**config.mk**
```make
export PLATFORM = sky130hd
export DESIGN_NAME = tiny_dnn_seq_flat
export DESIGN_NICKNAME = d
export VERILOG_FILES = /design/src/rtl/tiny_dnn_seq_if.sv /design/src/rtl/tiny_dnn_seq.sv /design/src/flat_wrapper.sv
export SDC_FILE = /design/constraint.sdc
export NUM_CORES = 1
export LEC_CHECK = 0
export BUFFER_PORTS_ARGS = -buffer_cell sky130_fd_sc_hd__buf_4
export CAP_MARGIN = 20
export CORE_MARGIN = 3
export CORE_UTILIZATION = 30
export DETAILED_ROUTE_END_ITERATION = 8
export PLACE_DENSITY = 0.63
export SLEW_MARGIN = 20
export SYNTH_ARGS = -nofsm -noshare
export SYNTH_HDL_FRONTEND = slang
export SYNTH_SLANG_ARGS = --single-unit
```
**constraint.sdc**
```tcl
create_clock -name clk_i -period 2.3 [get_ports clk_i]
set_input_delay 0.46 -clock clk_i [delete_from_list [all_inputs] [get_ports clk_i]]
set_output_delay 0.46 -clock clk_i [all_outputs]
set_load 0.1 [all_outputs]
```
**src/rtl/tiny_dnn_seq_if.sv**
```systemverilog
// rtl/tiny_dnn_seq_if.sv - control and weight-stream bundle between the host side and tiny_dnn_seq
interface tiny_dnn_seq_if #(
  parameter int AW = 10
);
  logic          load;
  logic          run;
  logic [AW-1:0] vec_len;
  logic          use_bias;
  logic          wvalid;
  logic [15:0]   wdata;
  logic          wready;
  logic          write;
  logic          bwrite;
  logic [AW-1:0] wa;
  logic [15:0]   wd;
  logic          init;
  logic          exec;
  logic          bias;
  logic [AW-1:0] ra;
  logic          norm_en;
  logic          out_valid;
  logic          busy;

  modport slave (
    input  load, run, vec_len, use_bias, wvalid, wdata,
    output wready, write, bwrite, wa, wd, init, exec, bias, ra, norm_en, out_valid, busy
  );

  modport master (
    output load, run, vec_len, use_bias, wvalid, wdata,
    input  wready, write, bwrite, wa, wd, init, exec, bias, ra, norm_en, out_valid, busy
  );
endinterface

```
**src/rtl/tiny_dnn_seq.sv**
```systemverilog
// rtl/tiny_dnn_seq.sv - weight-load and dot-product sequencer for tiny_dnn_core and normalize
module tiny_dnn_seq #(
  parameter int F_SIZE = 1024,
  parameter int AW     = 10
) (
  input  logic          clk_i,
  input  logic          rst_i,
  tiny_dnn_seq_if.slave bus_if
);

  typedef enum logic [3:0] {
    IDLE, LOADW, LOADB, INIT, RUN, BIAS, DRAIN, NORM, DONE
  } state_t;

  localparam logic [AW-1:0] BIAS_ADDR = AW'(F_SIZE - 1);

  state_t        state_q, state_d;
  logic [AW-1:0] cnt_q, cnt_d;
  logic [AW-1:0] len_q, len_d;
  logic          bias_q, bias_d;
  logic          drain_q, drain_d;
  logic [AW-1:0] len_in;

  // Term count is clamped so neither address sweep can land on the bias slot
  assign len_in = ({1'b0, bus_if.vec_len} >= (AW+1)'(F_SIZE - 1)) ? BIAS_ADDR : bus_if.vec_len;

  always_ff @(posedge clk_i or posedge rst_i) begin
    if (rst_i) begin
      state_q <= IDLE;
      cnt_q   <= '0;
      len_q   <= '0;
      bias_q  <= 1'b0;
      drain_q <= 1'b0;
    end else begin
      state_q <= state_d;
      cnt_q   <= cnt_d;
      len_q   <= len_d;
      bias_q  <= bias_d;
      drain_q <= drain_d;
    end
  end

  always_comb begin
    state_d          = state_q;
    cnt_d            = cnt_q;
    len_d            = len_q;
    bias_d           = bias_q;
    drain_d          = drain_q;
    bus_if.wready    = 1'b0;
    bus_if.write     = 1'b0;
    bus_if.bwrite    = 1'b0;
    bus_if.wa        = '0;
    bus_if.wd        = '0;
    bus_if.init      = 1'b0;
    bus_if.exec      = 1'b0;
    bus_if.bias      = 1'b0;
    bus_if.ra        = '0;
    bus_if.norm_en   = 1'b0;
    bus_if.out_valid = 1'b0;
    bus_if.busy      = (state_q != IDLE);

    unique case (state_q)
      IDLE: begin
        cnt_d   = '0;
        drain_d = 1'b1;
        if (bus_if.load) begin
          len_d  = len_in;
          bias_d = bus_if.use_bias;
          if (len_in == '0) state_d = bus_if.use_bias ? LOADB : IDLE;
          else              state_d = LOADW;
        end else if (bus_if.run) begin
          len_d   = len_in;
          bias_d  = bus_if.use_bias;
          state_d = INIT;
        end
      end
      LOADW: begin
        bus_if.wready = 1'b1;
        bus_if.write  = bus_if.wvalid;
        bus_if.wa     = cnt_q;
        bus_if.wd     = bus_if.wdata;
        if (bus_if.wvalid) begin
          if (cnt_q == len_q - 1'b1) begin
            cnt_d   = '0;
            state_d = bias_q ? LOADB : IDLE;
          end else begin
            cnt_d = cnt_q + 1'b1;
          end
        end
      end
      LOADB: begin
        bus_if.wready = 1'b1;
        bus_if.write  = bus_if.wvalid;
        bus_if.bwrite = bus_if.wvalid;
        bus_if.wa     = BIAS_ADDR;
        bus_if.wd     = bus_if.wdata;
        if (bus_if.wvalid) state_d = IDLE;
      end
      INIT: begin
        bus_if.init = 1'b1;
        if (len_q == '0) state_d = bias_q ? BIAS : DRAIN;
        else             state_d = RUN;
      end
      RUN: begin
        bus_if.exec = 1'b1;
        bus_if.ra   = cnt_q;
        if (cnt_q == len_q - 1'b1) begin
          cnt_d   = '0;
          state_d = bias_q ? BIAS : DRAIN;
        end else begin
          cnt_d = cnt_q + 1'b1;
        end
      end
      BIAS: begin
        bus_if.bias = 1'b1;
        state_d     = DRAIN;
      end
      // Two cycles covering the core's exec2 stage and the adder settling
      DRAIN: begin
        if (drain_q == 1'b0) state_d = NORM;
        else                 drain_d = 1'b0;
      end
      NORM: begin
        bus_if.norm_en = 1'b1;
        state_d        = DONE;
      end
      DONE: begin
        bus_if.out_valid = 1'b1;
        state_d          = IDLE;
      end
      default: state_d = IDLE;
    endcase
  end

endmodule
```
**src/flat_wrapper.sv**
```systemverilog
// flat-port wrapper written by rule: the top's interface ports become plain ports
module tiny_dnn_seq_flat 
#(
  parameter int F_SIZE = 1024,
  parameter int AW     = 10
)
  (clk_i, rst_i, bus_if_load, bus_if_run, bus_if_vec_len, bus_if_use_bias, bus_if_wvalid, bus_if_wdata, bus_if_wready, bus_if_write, bus_if_bwrite, bus_if_wa, bus_if_wd, bus_if_init, bus_if_exec, bus_if_bias, bus_if_ra, bus_if_norm_en, bus_if_out_valid, bus_if_busy);
  tiny_dnn_seq_if #(.AW(AW)) bus_if_i ();
  input  logic clk_i;
  input  logic rst_i;
  input wire logic [$bits(bus_if_i.load)-1:0] bus_if_load;
  input wire logic [$bits(bus_if_i.run)-1:0] bus_if_run;
  input wire logic [$bits(bus_if_i.vec_len)-1:0] bus_if_vec_len;
  input wire logic [$bits(bus_if_i.use_bias)-1:0] bus_if_use_bias;
  input wire logic [$bits(bus_if_i.wvalid)-1:0] bus_if_wvalid;
  input wire logic [$bits(bus_if_i.wdata)-1:0] bus_if_wdata;
  output wire logic [$bits(bus_if_i.wready)-1:0] bus_if_wready;
  output wire logic [$bits(bus_if_i.write)-1:0] bus_if_write;
  output wire logic [$bits(bus_if_i.bwrite)-1:0] bus_if_bwrite;
  output wire logic [$bits(bus_if_i.wa)-1:0] bus_if_wa;
  output wire logic [$bits(bus_if_i.wd)-1:0] bus_if_wd;
  output wire logic [$bits(bus_if_i.init)-1:0] bus_if_init;
  output wire logic [$bits(bus_if_i.exec)-1:0] bus_if_exec;
  output wire logic [$bits(bus_if_i.bias)-1:0] bus_if_bias;
  output wire logic [$bits(bus_if_i.ra)-1:0] bus_if_ra;
  output wire logic [$bits(bus_if_i.norm_en)-1:0] bus_if_norm_en;
  output wire logic [$bits(bus_if_i.out_valid)-1:0] bus_if_out_valid;
  output wire logic [$bits(bus_if_i.busy)-1:0] bus_if_busy;
  assign bus_if_i.load = bus_if_load;
  assign bus_if_i.run = bus_if_run;
  assign bus_if_i.vec_len = bus_if_vec_len;
  assign bus_if_i.use_bias = bus_if_use_bias;
  assign bus_if_i.wvalid = bus_if_wvalid;
  assign bus_if_i.wdata = bus_if_wdata;
  assign bus_if_wready = bus_if_i.wready;
  assign bus_if_write = bus_if_i.write;
  assign bus_if_bwrite = bus_if_i.bwrite;
  assign bus_if_wa = bus_if_i.wa;
  assign bus_if_wd = bus_if_i.wd;
  assign bus_if_init = bus_if_i.init;
  assign bus_if_exec = bus_if_i.exec;
  assign bus_if_bias = bus_if_i.bias;
  assign bus_if_ra = bus_if_i.ra;
  assign bus_if_norm_en = bus_if_i.norm_en;
  assign bus_if_out_valid = bus_if_i.out_valid;
  assign bus_if_busy = bus_if_i.busy;
  tiny_dnn_seq #(.F_SIZE(F_SIZE), .AW(AW)) u_core (.clk_i(clk_i), .rst_i(rst_i), .bus_if(bus_if_i));
endmodule
```
==> results.yml, run 1 <==
logic_synthesis:
  synthXorXnorAreaFrac_pct: 5.51
  synth_compound_area_share_pct: 17.2
  synth_top_family_by_area: "simple AND/OR/NAND/NOR gates"
  postSynth.asyncResetShare_pct: 100
  synth_edf_count: 0
  mappedNetlistNets: 313
  yosys.area_share.simple_pct: 36.2
  ys.flop_type: "dfrtp_1"
  synth_area_um2: 2230
  yosysUniqueCellTypes: 49
  synthAdderAreaFrac_pct: 1.12
  synthCells: 279
  synth-seq-cells: 26
  syn_area_per_cell_um2: 7.98
  seq_area_frac_synth_pct: 29.2
  ys.warnings.count: 0
  synthMuxAreaShare_pct: 4.55
setup_path:
  r2r_start: "u_core.len_q[3]"
  r2r_cells: 8
  worstSetupEndpointType: "output pin"
  crit_chain: "or4_1 > buf_4 > buf_4"
  startpoint_type: "flop"
  slowest_delay_ns: 0.61
  crit_type: "flop to output pin"
  r2r_slack_ns: 0.18
  reg2reg_to: "u_core.state_q[0]"
  cp.arrival_ns: 1.77
  cp_slowest_cell: "or4_1"
  cpMostUsedCell: "buf_4"
  crit_fanout: 6
  cp_top_family: "simple AND/OR/NAND/NOR gates"
  required_ns: 1.84
  path_buf_inv: 2
place:
  routabilityCongestion: 0.828
  io_buffers: 76
  place_inst: 456
  hpwl_um: 5280
  post-place-ws_ns: 0.181
timing:
  worst_slack_ns: 0.0687
  maxSlewViolCount: 0
  tns_ns: 0
  fmax_ghz: 0.448
  fin_skew_ns: 0.00418
  finalSetupViolations: 0
  finalCriticalPeriod_ns: 2.23
  rsz0062_at_grt: "yes"
  max-slew-margin-rel_pct: 69.3
  hold_viol: 0
  worstMarginPinSlew_ns: 0.459
  finalCritPeriodShare_pct: 97.0
status:
  status: "completed"
clocking:
  clockBufferDepth: 2
  tritoncts: "built"
  cts_htree_levels: 1
  clk_pin_slew_ns: 0.11
  cts_num_sinks: 26
  cts_hold_repair.buffers: 0
  cts_buffers: 3
  clk-insertion-delay-late_ns: 0.28
  cts-root-buf: "clkbuf_8"
grt:
  grt_pass1_vias: 2399
  grt_pass1_wl_um: 11600
  gr-total-overflow: 0
  grt_max_degree: 28
  antenna_found_initial: 0
  track_usage_pct: 16.4
floorplanning:
  dieArea_um2: 8490
  coreArea_um2: 6980
  io_pins: 77
  dieHeight_um: 92.1
  rows: 30
  die_x_um: 92.1
  initial_core_util_pct: 31.9
detailed_routing:
  drt-initial-drc-count: 163
  ant_nets: 0
  drc: 0
  drt_wl_total_um: 6920
  wire_per_inst_um: 15.0
  dr.pass1.iters: 5
  vias: 2401
  vias_per_cell: 5.20
final_layout:
  layout.nets: 401
  n_fill_cell: 666
  instances_no_fill: 462
  syn_to_final_growth_pct: 58.9
  antenna_cells: 0
  layout-drive-gt1-share_pct: 51.9
min_path:
  holdCritPathClass: "input port to asynchronous set/reset pin"
job:
  drv_cap: 0
area by class of cell:
class / instances / area (µm²) / area share, %
Clock inverter: 1 / 30.0 / 0.849
Multi-Input combinational cell: 221 / 1640 / 46.4
Inverter: 6 / 22.5 / 0.637
Clock buffer: 3 / 41.3 / 1.17
Sequential cell: 26 / 657 / 18.6
Timing Repair Buffer: 109 / 1020 / 29.0
Tap cell: 96 / 120 / 3.40
registers in the layout, summed over array words and instances, names as in the netlist:
register,flops
u_core.cnt_q,10
u_core.drain_q,1
u_core.state_q,4
u_core.len_q,10
u_core.bias_q,1
worst reg2reg max path, cell delays in order, from the launching register on:
cell      delay [ns]
dfrtp_2         0.48
nor4_4          0.27
buf_4           0.20
a41oi_2         0.15
nor4b_4         0.28
nor2_2          0.08
buf_4           0.18
a222oi_1        0.28
nand2_1         0.09
metal layers:
| layer | vias to the layer above | wire length [µm] | GRT usage, % |
|---|---|---|---|
| met2 | 69 | 3620 | 29.7 |
| met5 | - | 0 | 0 |
| met4 | 0 | 39 | 2.35 |
| li1 | 1170 | - | - |
| met1 | 1157 | 2930 | 21.1 |
| met3 | 5 | 323 | 2.21 |
worst max-delay path by stage:
stage / from / slack [ns] / endpoint / cells after the start
3_3_place_gp: u_core.len_q[3] / 0.15 / u_core.state_q[0] / 8
5_1_grt: u_core.state_q[2] / -0.007 / bus_if_wd[11] / 5
6_report: u_core.state_q[0] / 0.07 / bus_if_busy / 3
3_5_place_dp: u_core.len_q[3] / 0.18 / u_core.state_q[0] / 8
2_1_floorplan: u_core.state_q[2] / -0.36 / u_core.state_q[0] / 7
4_1_cts: u_core.state_q[2] / 0.02 / bus_if_wd[7] / 5
stage by stage:
stage	util, %	hold slack, ns	instance area [µm²]
CTS	49.2	0.240	3440
finish	50.7	0.234	3540
global placement	45.9	0.551	3210
floorplan	-	0.500	2410
detailed placement	45.9	0.557	3210
global route	50.7	0.270	3540
repair_timing:
item	CTS	global route
pin swaps	0	2
hold endpoints to repair	0	0
setup endpoints to repair	36	41
buffers inserted	0	2
resized for setup	42	24
synthesized netlist by cell type, types with 5 or more instances:
master / n / share of area (%)
and2_1: 17 / 4.8
and3_1: 12 / 3.4
clkbuf_1: 22 / 3.7
dfrtp_1: 26 / 29
inv_1: 6 / 1.0
mux2_2: 9 / 4.6
nand2_1: 31 / 5.2
nand2b_1: 6 / 1.7
nand3_1: 6 / 1.3
nand4_1: 6 / 1.7
nor2_1: 21 / 3.5
nor2b_1: 5 / 1.4
nor3_1: 11 / 2.5
nor4_1: 6 / 1.7
o211ai_1: 5 / 1.7
o21a_1: 10 / 3.4
o21ai_0: 12 / 2.7
xnor2_1: 10 / 3.9
placed cells by master, fill, tap and decap left out, drive strengths merged, types with 4 or more instances in the layout:
| cell | netlist | layout |
|---|---|---|
| a21oi | 4 | 4 |
| a31oi | 4 | 4 |
| and2 | 17 | 17 |
| and3 | 12 | 12 |
| buf | 4 | 109 |
| dfrtp | 26 | 26 |
| inv | 6 | 6 |
| mux2 | 9 | 9 |
| nand2 | 31 | 31 |
| nand2b | 6 | 6 |
| nand3 | 6 | 6 |
| nand4 | 6 | 6 |
| nor2 | 23 | 23 |
| nor2b | 5 | 5 |
| nor3 | 11 | 11 |
| nor4 | 7 | 7 |
| nor4b | 5 | 5 |
| o211ai | 5 | 5 |
| o21a | 10 | 10 |
| o21ai | 12 | 12 |
| o221ai | 4 | 4 |
| xnor2 | 10 | 10 |
| xor2 | 4 | 4 |
cells by family after synthesis:
family,after synthesis
flip-flops,26
AO/OA/AOI/OAI,53
adder cells (fa/ha/maj),2
buffers and inverters,32
AND/OR/NAND/NOR,143
XOR/XNOR,14
multiplexers,9
Power of run 1 is not shown: default switching activity piles up to over one toggle a cycle in this logic, so the estimate is an artifact.
==> run 2: changes to the inputs <==
--- a/config.mk
+++ b/config.mk
@@ -5,12 +5,12 @@
 export SDC_FILE = /design/constraint.sdc
 export NUM_CORES = 1
 export LEC_CHECK = 0
-export BUFFER_PORTS_ARGS = -buffer_cell sky130_fd_sc_hd__buf_4
 export CAP_MARGIN = 20
 export CORE_MARGIN = 3
 export CORE_UTILIZATION = 30
 export DETAILED_ROUTE_END_ITERATION = 8
-export PLACE_DENSITY = 0.63
+export DONT_BUFFER_PORTS = 1
+export PLACE_DENSITY = 0.54
 export SLEW_MARGIN = 20
 export SYNTH_ARGS = -nofsm -noshare
 export SYNTH_HDL_FRONTEND = slang
==> results.yml, run 2 (synthesis results as in run 1) <==
clocking:
  tritoncts: "built"
  cts-root-buf: "clkbuf_8"
  cts_htree_levels: 1
  cts_num_sinks: 26
  clockBufferDepth: 2
  cts_buffers: 3
  cts_hold_repair.buffers: 0
  clk-insertion-delay-late_ns: 0.27
  clk_pin_slew_ns: 0.10
final_layout:
  layout_commonest_cell: "buf_12"
  n_fill_cell: 608
  antenna_cells: 0
  multiInputGateArea_um2: 1660
  fin_area_um2: 3670
  layout.nets: 370
  final_cell_mix: "buf_12 (41), nand2_1 (31), buf_4 (30)"
  syn_to_final_growth_pct: 64.8
  largest_registers: "u_core.cnt_q: 10 flops, u_core.len_q: 10 flops, u_core.state_q: 4 flops"
  regArea_um2: 656
  layout-drive-gt1-share_pct: 47.2
setup_path:
  cp.arrival_ns: 1.81
  cp_slowest_cell: "dfrtp_1"
  worstSetupEndpointType: "output pin"
  crit_type: "flop to output pin"
  required_ns: 1.84
  crit_chain: "buf_6 > nand2b_4 > a21boi_4 > buf_6 > and3_2 > buf_12"
  cpMostUsedCell: "buf_6"
  crit_fanout: 10
  slowest_delay_ns: 0.44
  r2r_cells: 9
  startpoint_type: "flop"
floorplanning:
  coreArea_um2: 6980
  die_x_um: 92.1
  dieHeight_um: 92.1
  initial_core_util_pct: 31.9
  dieArea_um2: 8490
  rows: 30
  io_pins: 77
detailed_routing:
  ant_nets: 0
  drc: 0
  drt_wl_total_um: 6900
  vias: 2265
  vias_per_cell: 5.26
  dr.pass1.iters: 4
  drt-initial-drc-count: 182
  wire_per_inst_um: 16.0
timing:
  max-slew-margin-rel_pct: 70.1
  finalCritPeriodShare_pct: 98.8
  maxSlewViolCount: 0
  fmax_ghz: 0.440
  fin_skew_ns: 0.00108
  tns_ns: 0
  worstMarginPinSlew_ns: 0.445
  finalSetupViolations: 0
  rsz0062_at_grt: "yes"
  finalCriticalPeriod_ns: 2.27
  hold_viol: 0
grt:
  track_usage_pct: 16.0
  grt_pass1_vias: 2186
  grt_max_degree: 27
  grt_pass1_wl_um: 11100
  antenna_found_initial: 0
  gr-total-overflow: 0
job:
  drv_cap: 0
place:
  io_buffers: 0
  hpwl_um: 5150
  placed_cell_area_um2: 3430
  routabilityCongestion: 0.832
min_path:
  holdCritPathClass: "input port to asynchronous set/reset pin"
status:
  status: "completed"
## run 2: changes by cell type in the layout (fill, tap and decap cells not counted), sizes merged
cell    change
clkbuf      +1
buf        -32
## run 2: path summary, 6_finish.rpt
path | from | to | slack [ns]
max in group asynchronous | rst_i | u_core.len_q[0] | 1.89
hold / removal | rst_i | u_core.state_q[2] | 0.12
setup / recovery | u_core.state_q[0] | bus_if_ra[9] | 0.03
hold reg to reg | u_core.drain_q | u_core.drain_q | 0.58
setup reg to reg | u_core.len_q[0] | u_core.state_q[0] | 0.16
min in group clk_i | bus_if_vec_len[1] | u_core.len_q[1] | 0.30
## run 2: layout make-up
class	count	area share (%)
inverter	6	0.614
tap	96	3.27
sequential	26	17.9
clock buffer	3	1.13
timing repair buffer	78	31.0
multi-input combinational	221	45.3
clock inverter	1	0.819
## run 2: stage by stage
step	utilization, %	hold WS [ns]	instances	setup WS [ns]
after floorplan	-	0.500	279	-0.361
after global placement	49.2	0.439	417	0.129
after detailed placement	49.2	0.438	417	0.00514
after CTS	51.1	0.134	424	0.00152
after global routing	52.5	0.153	431	-0.0447
final	52.5	0.115	431	0.0270
## run 2: layer usage
metal,vias up,part of all wire (%),GRT usage (%)
met5,-,0,0
met4,0,0.83,3.09
met2,72,51,26.8
li1,1113,-,-
met3,4,5.9,3.61
met1,1076,42,21.2
## run 2: worst max-delay path, delay by kind of cell, from the launching register on
family,cells,cell delay (ns)
simple gates,2,0.38
buf+inv,3,0.49
compound gates,1,0.20
flops,1,0.44
## run 2: what timing repair did
action                                  4_1_cts  5_1_grt
setup buffers                                 2        6
gates cloned                                  1        1
gates resized for setup                       9       17
pin swaps                                     1        3
endpoints found under the setup margin       13       29
Power of run 2 is left out for the same reason.
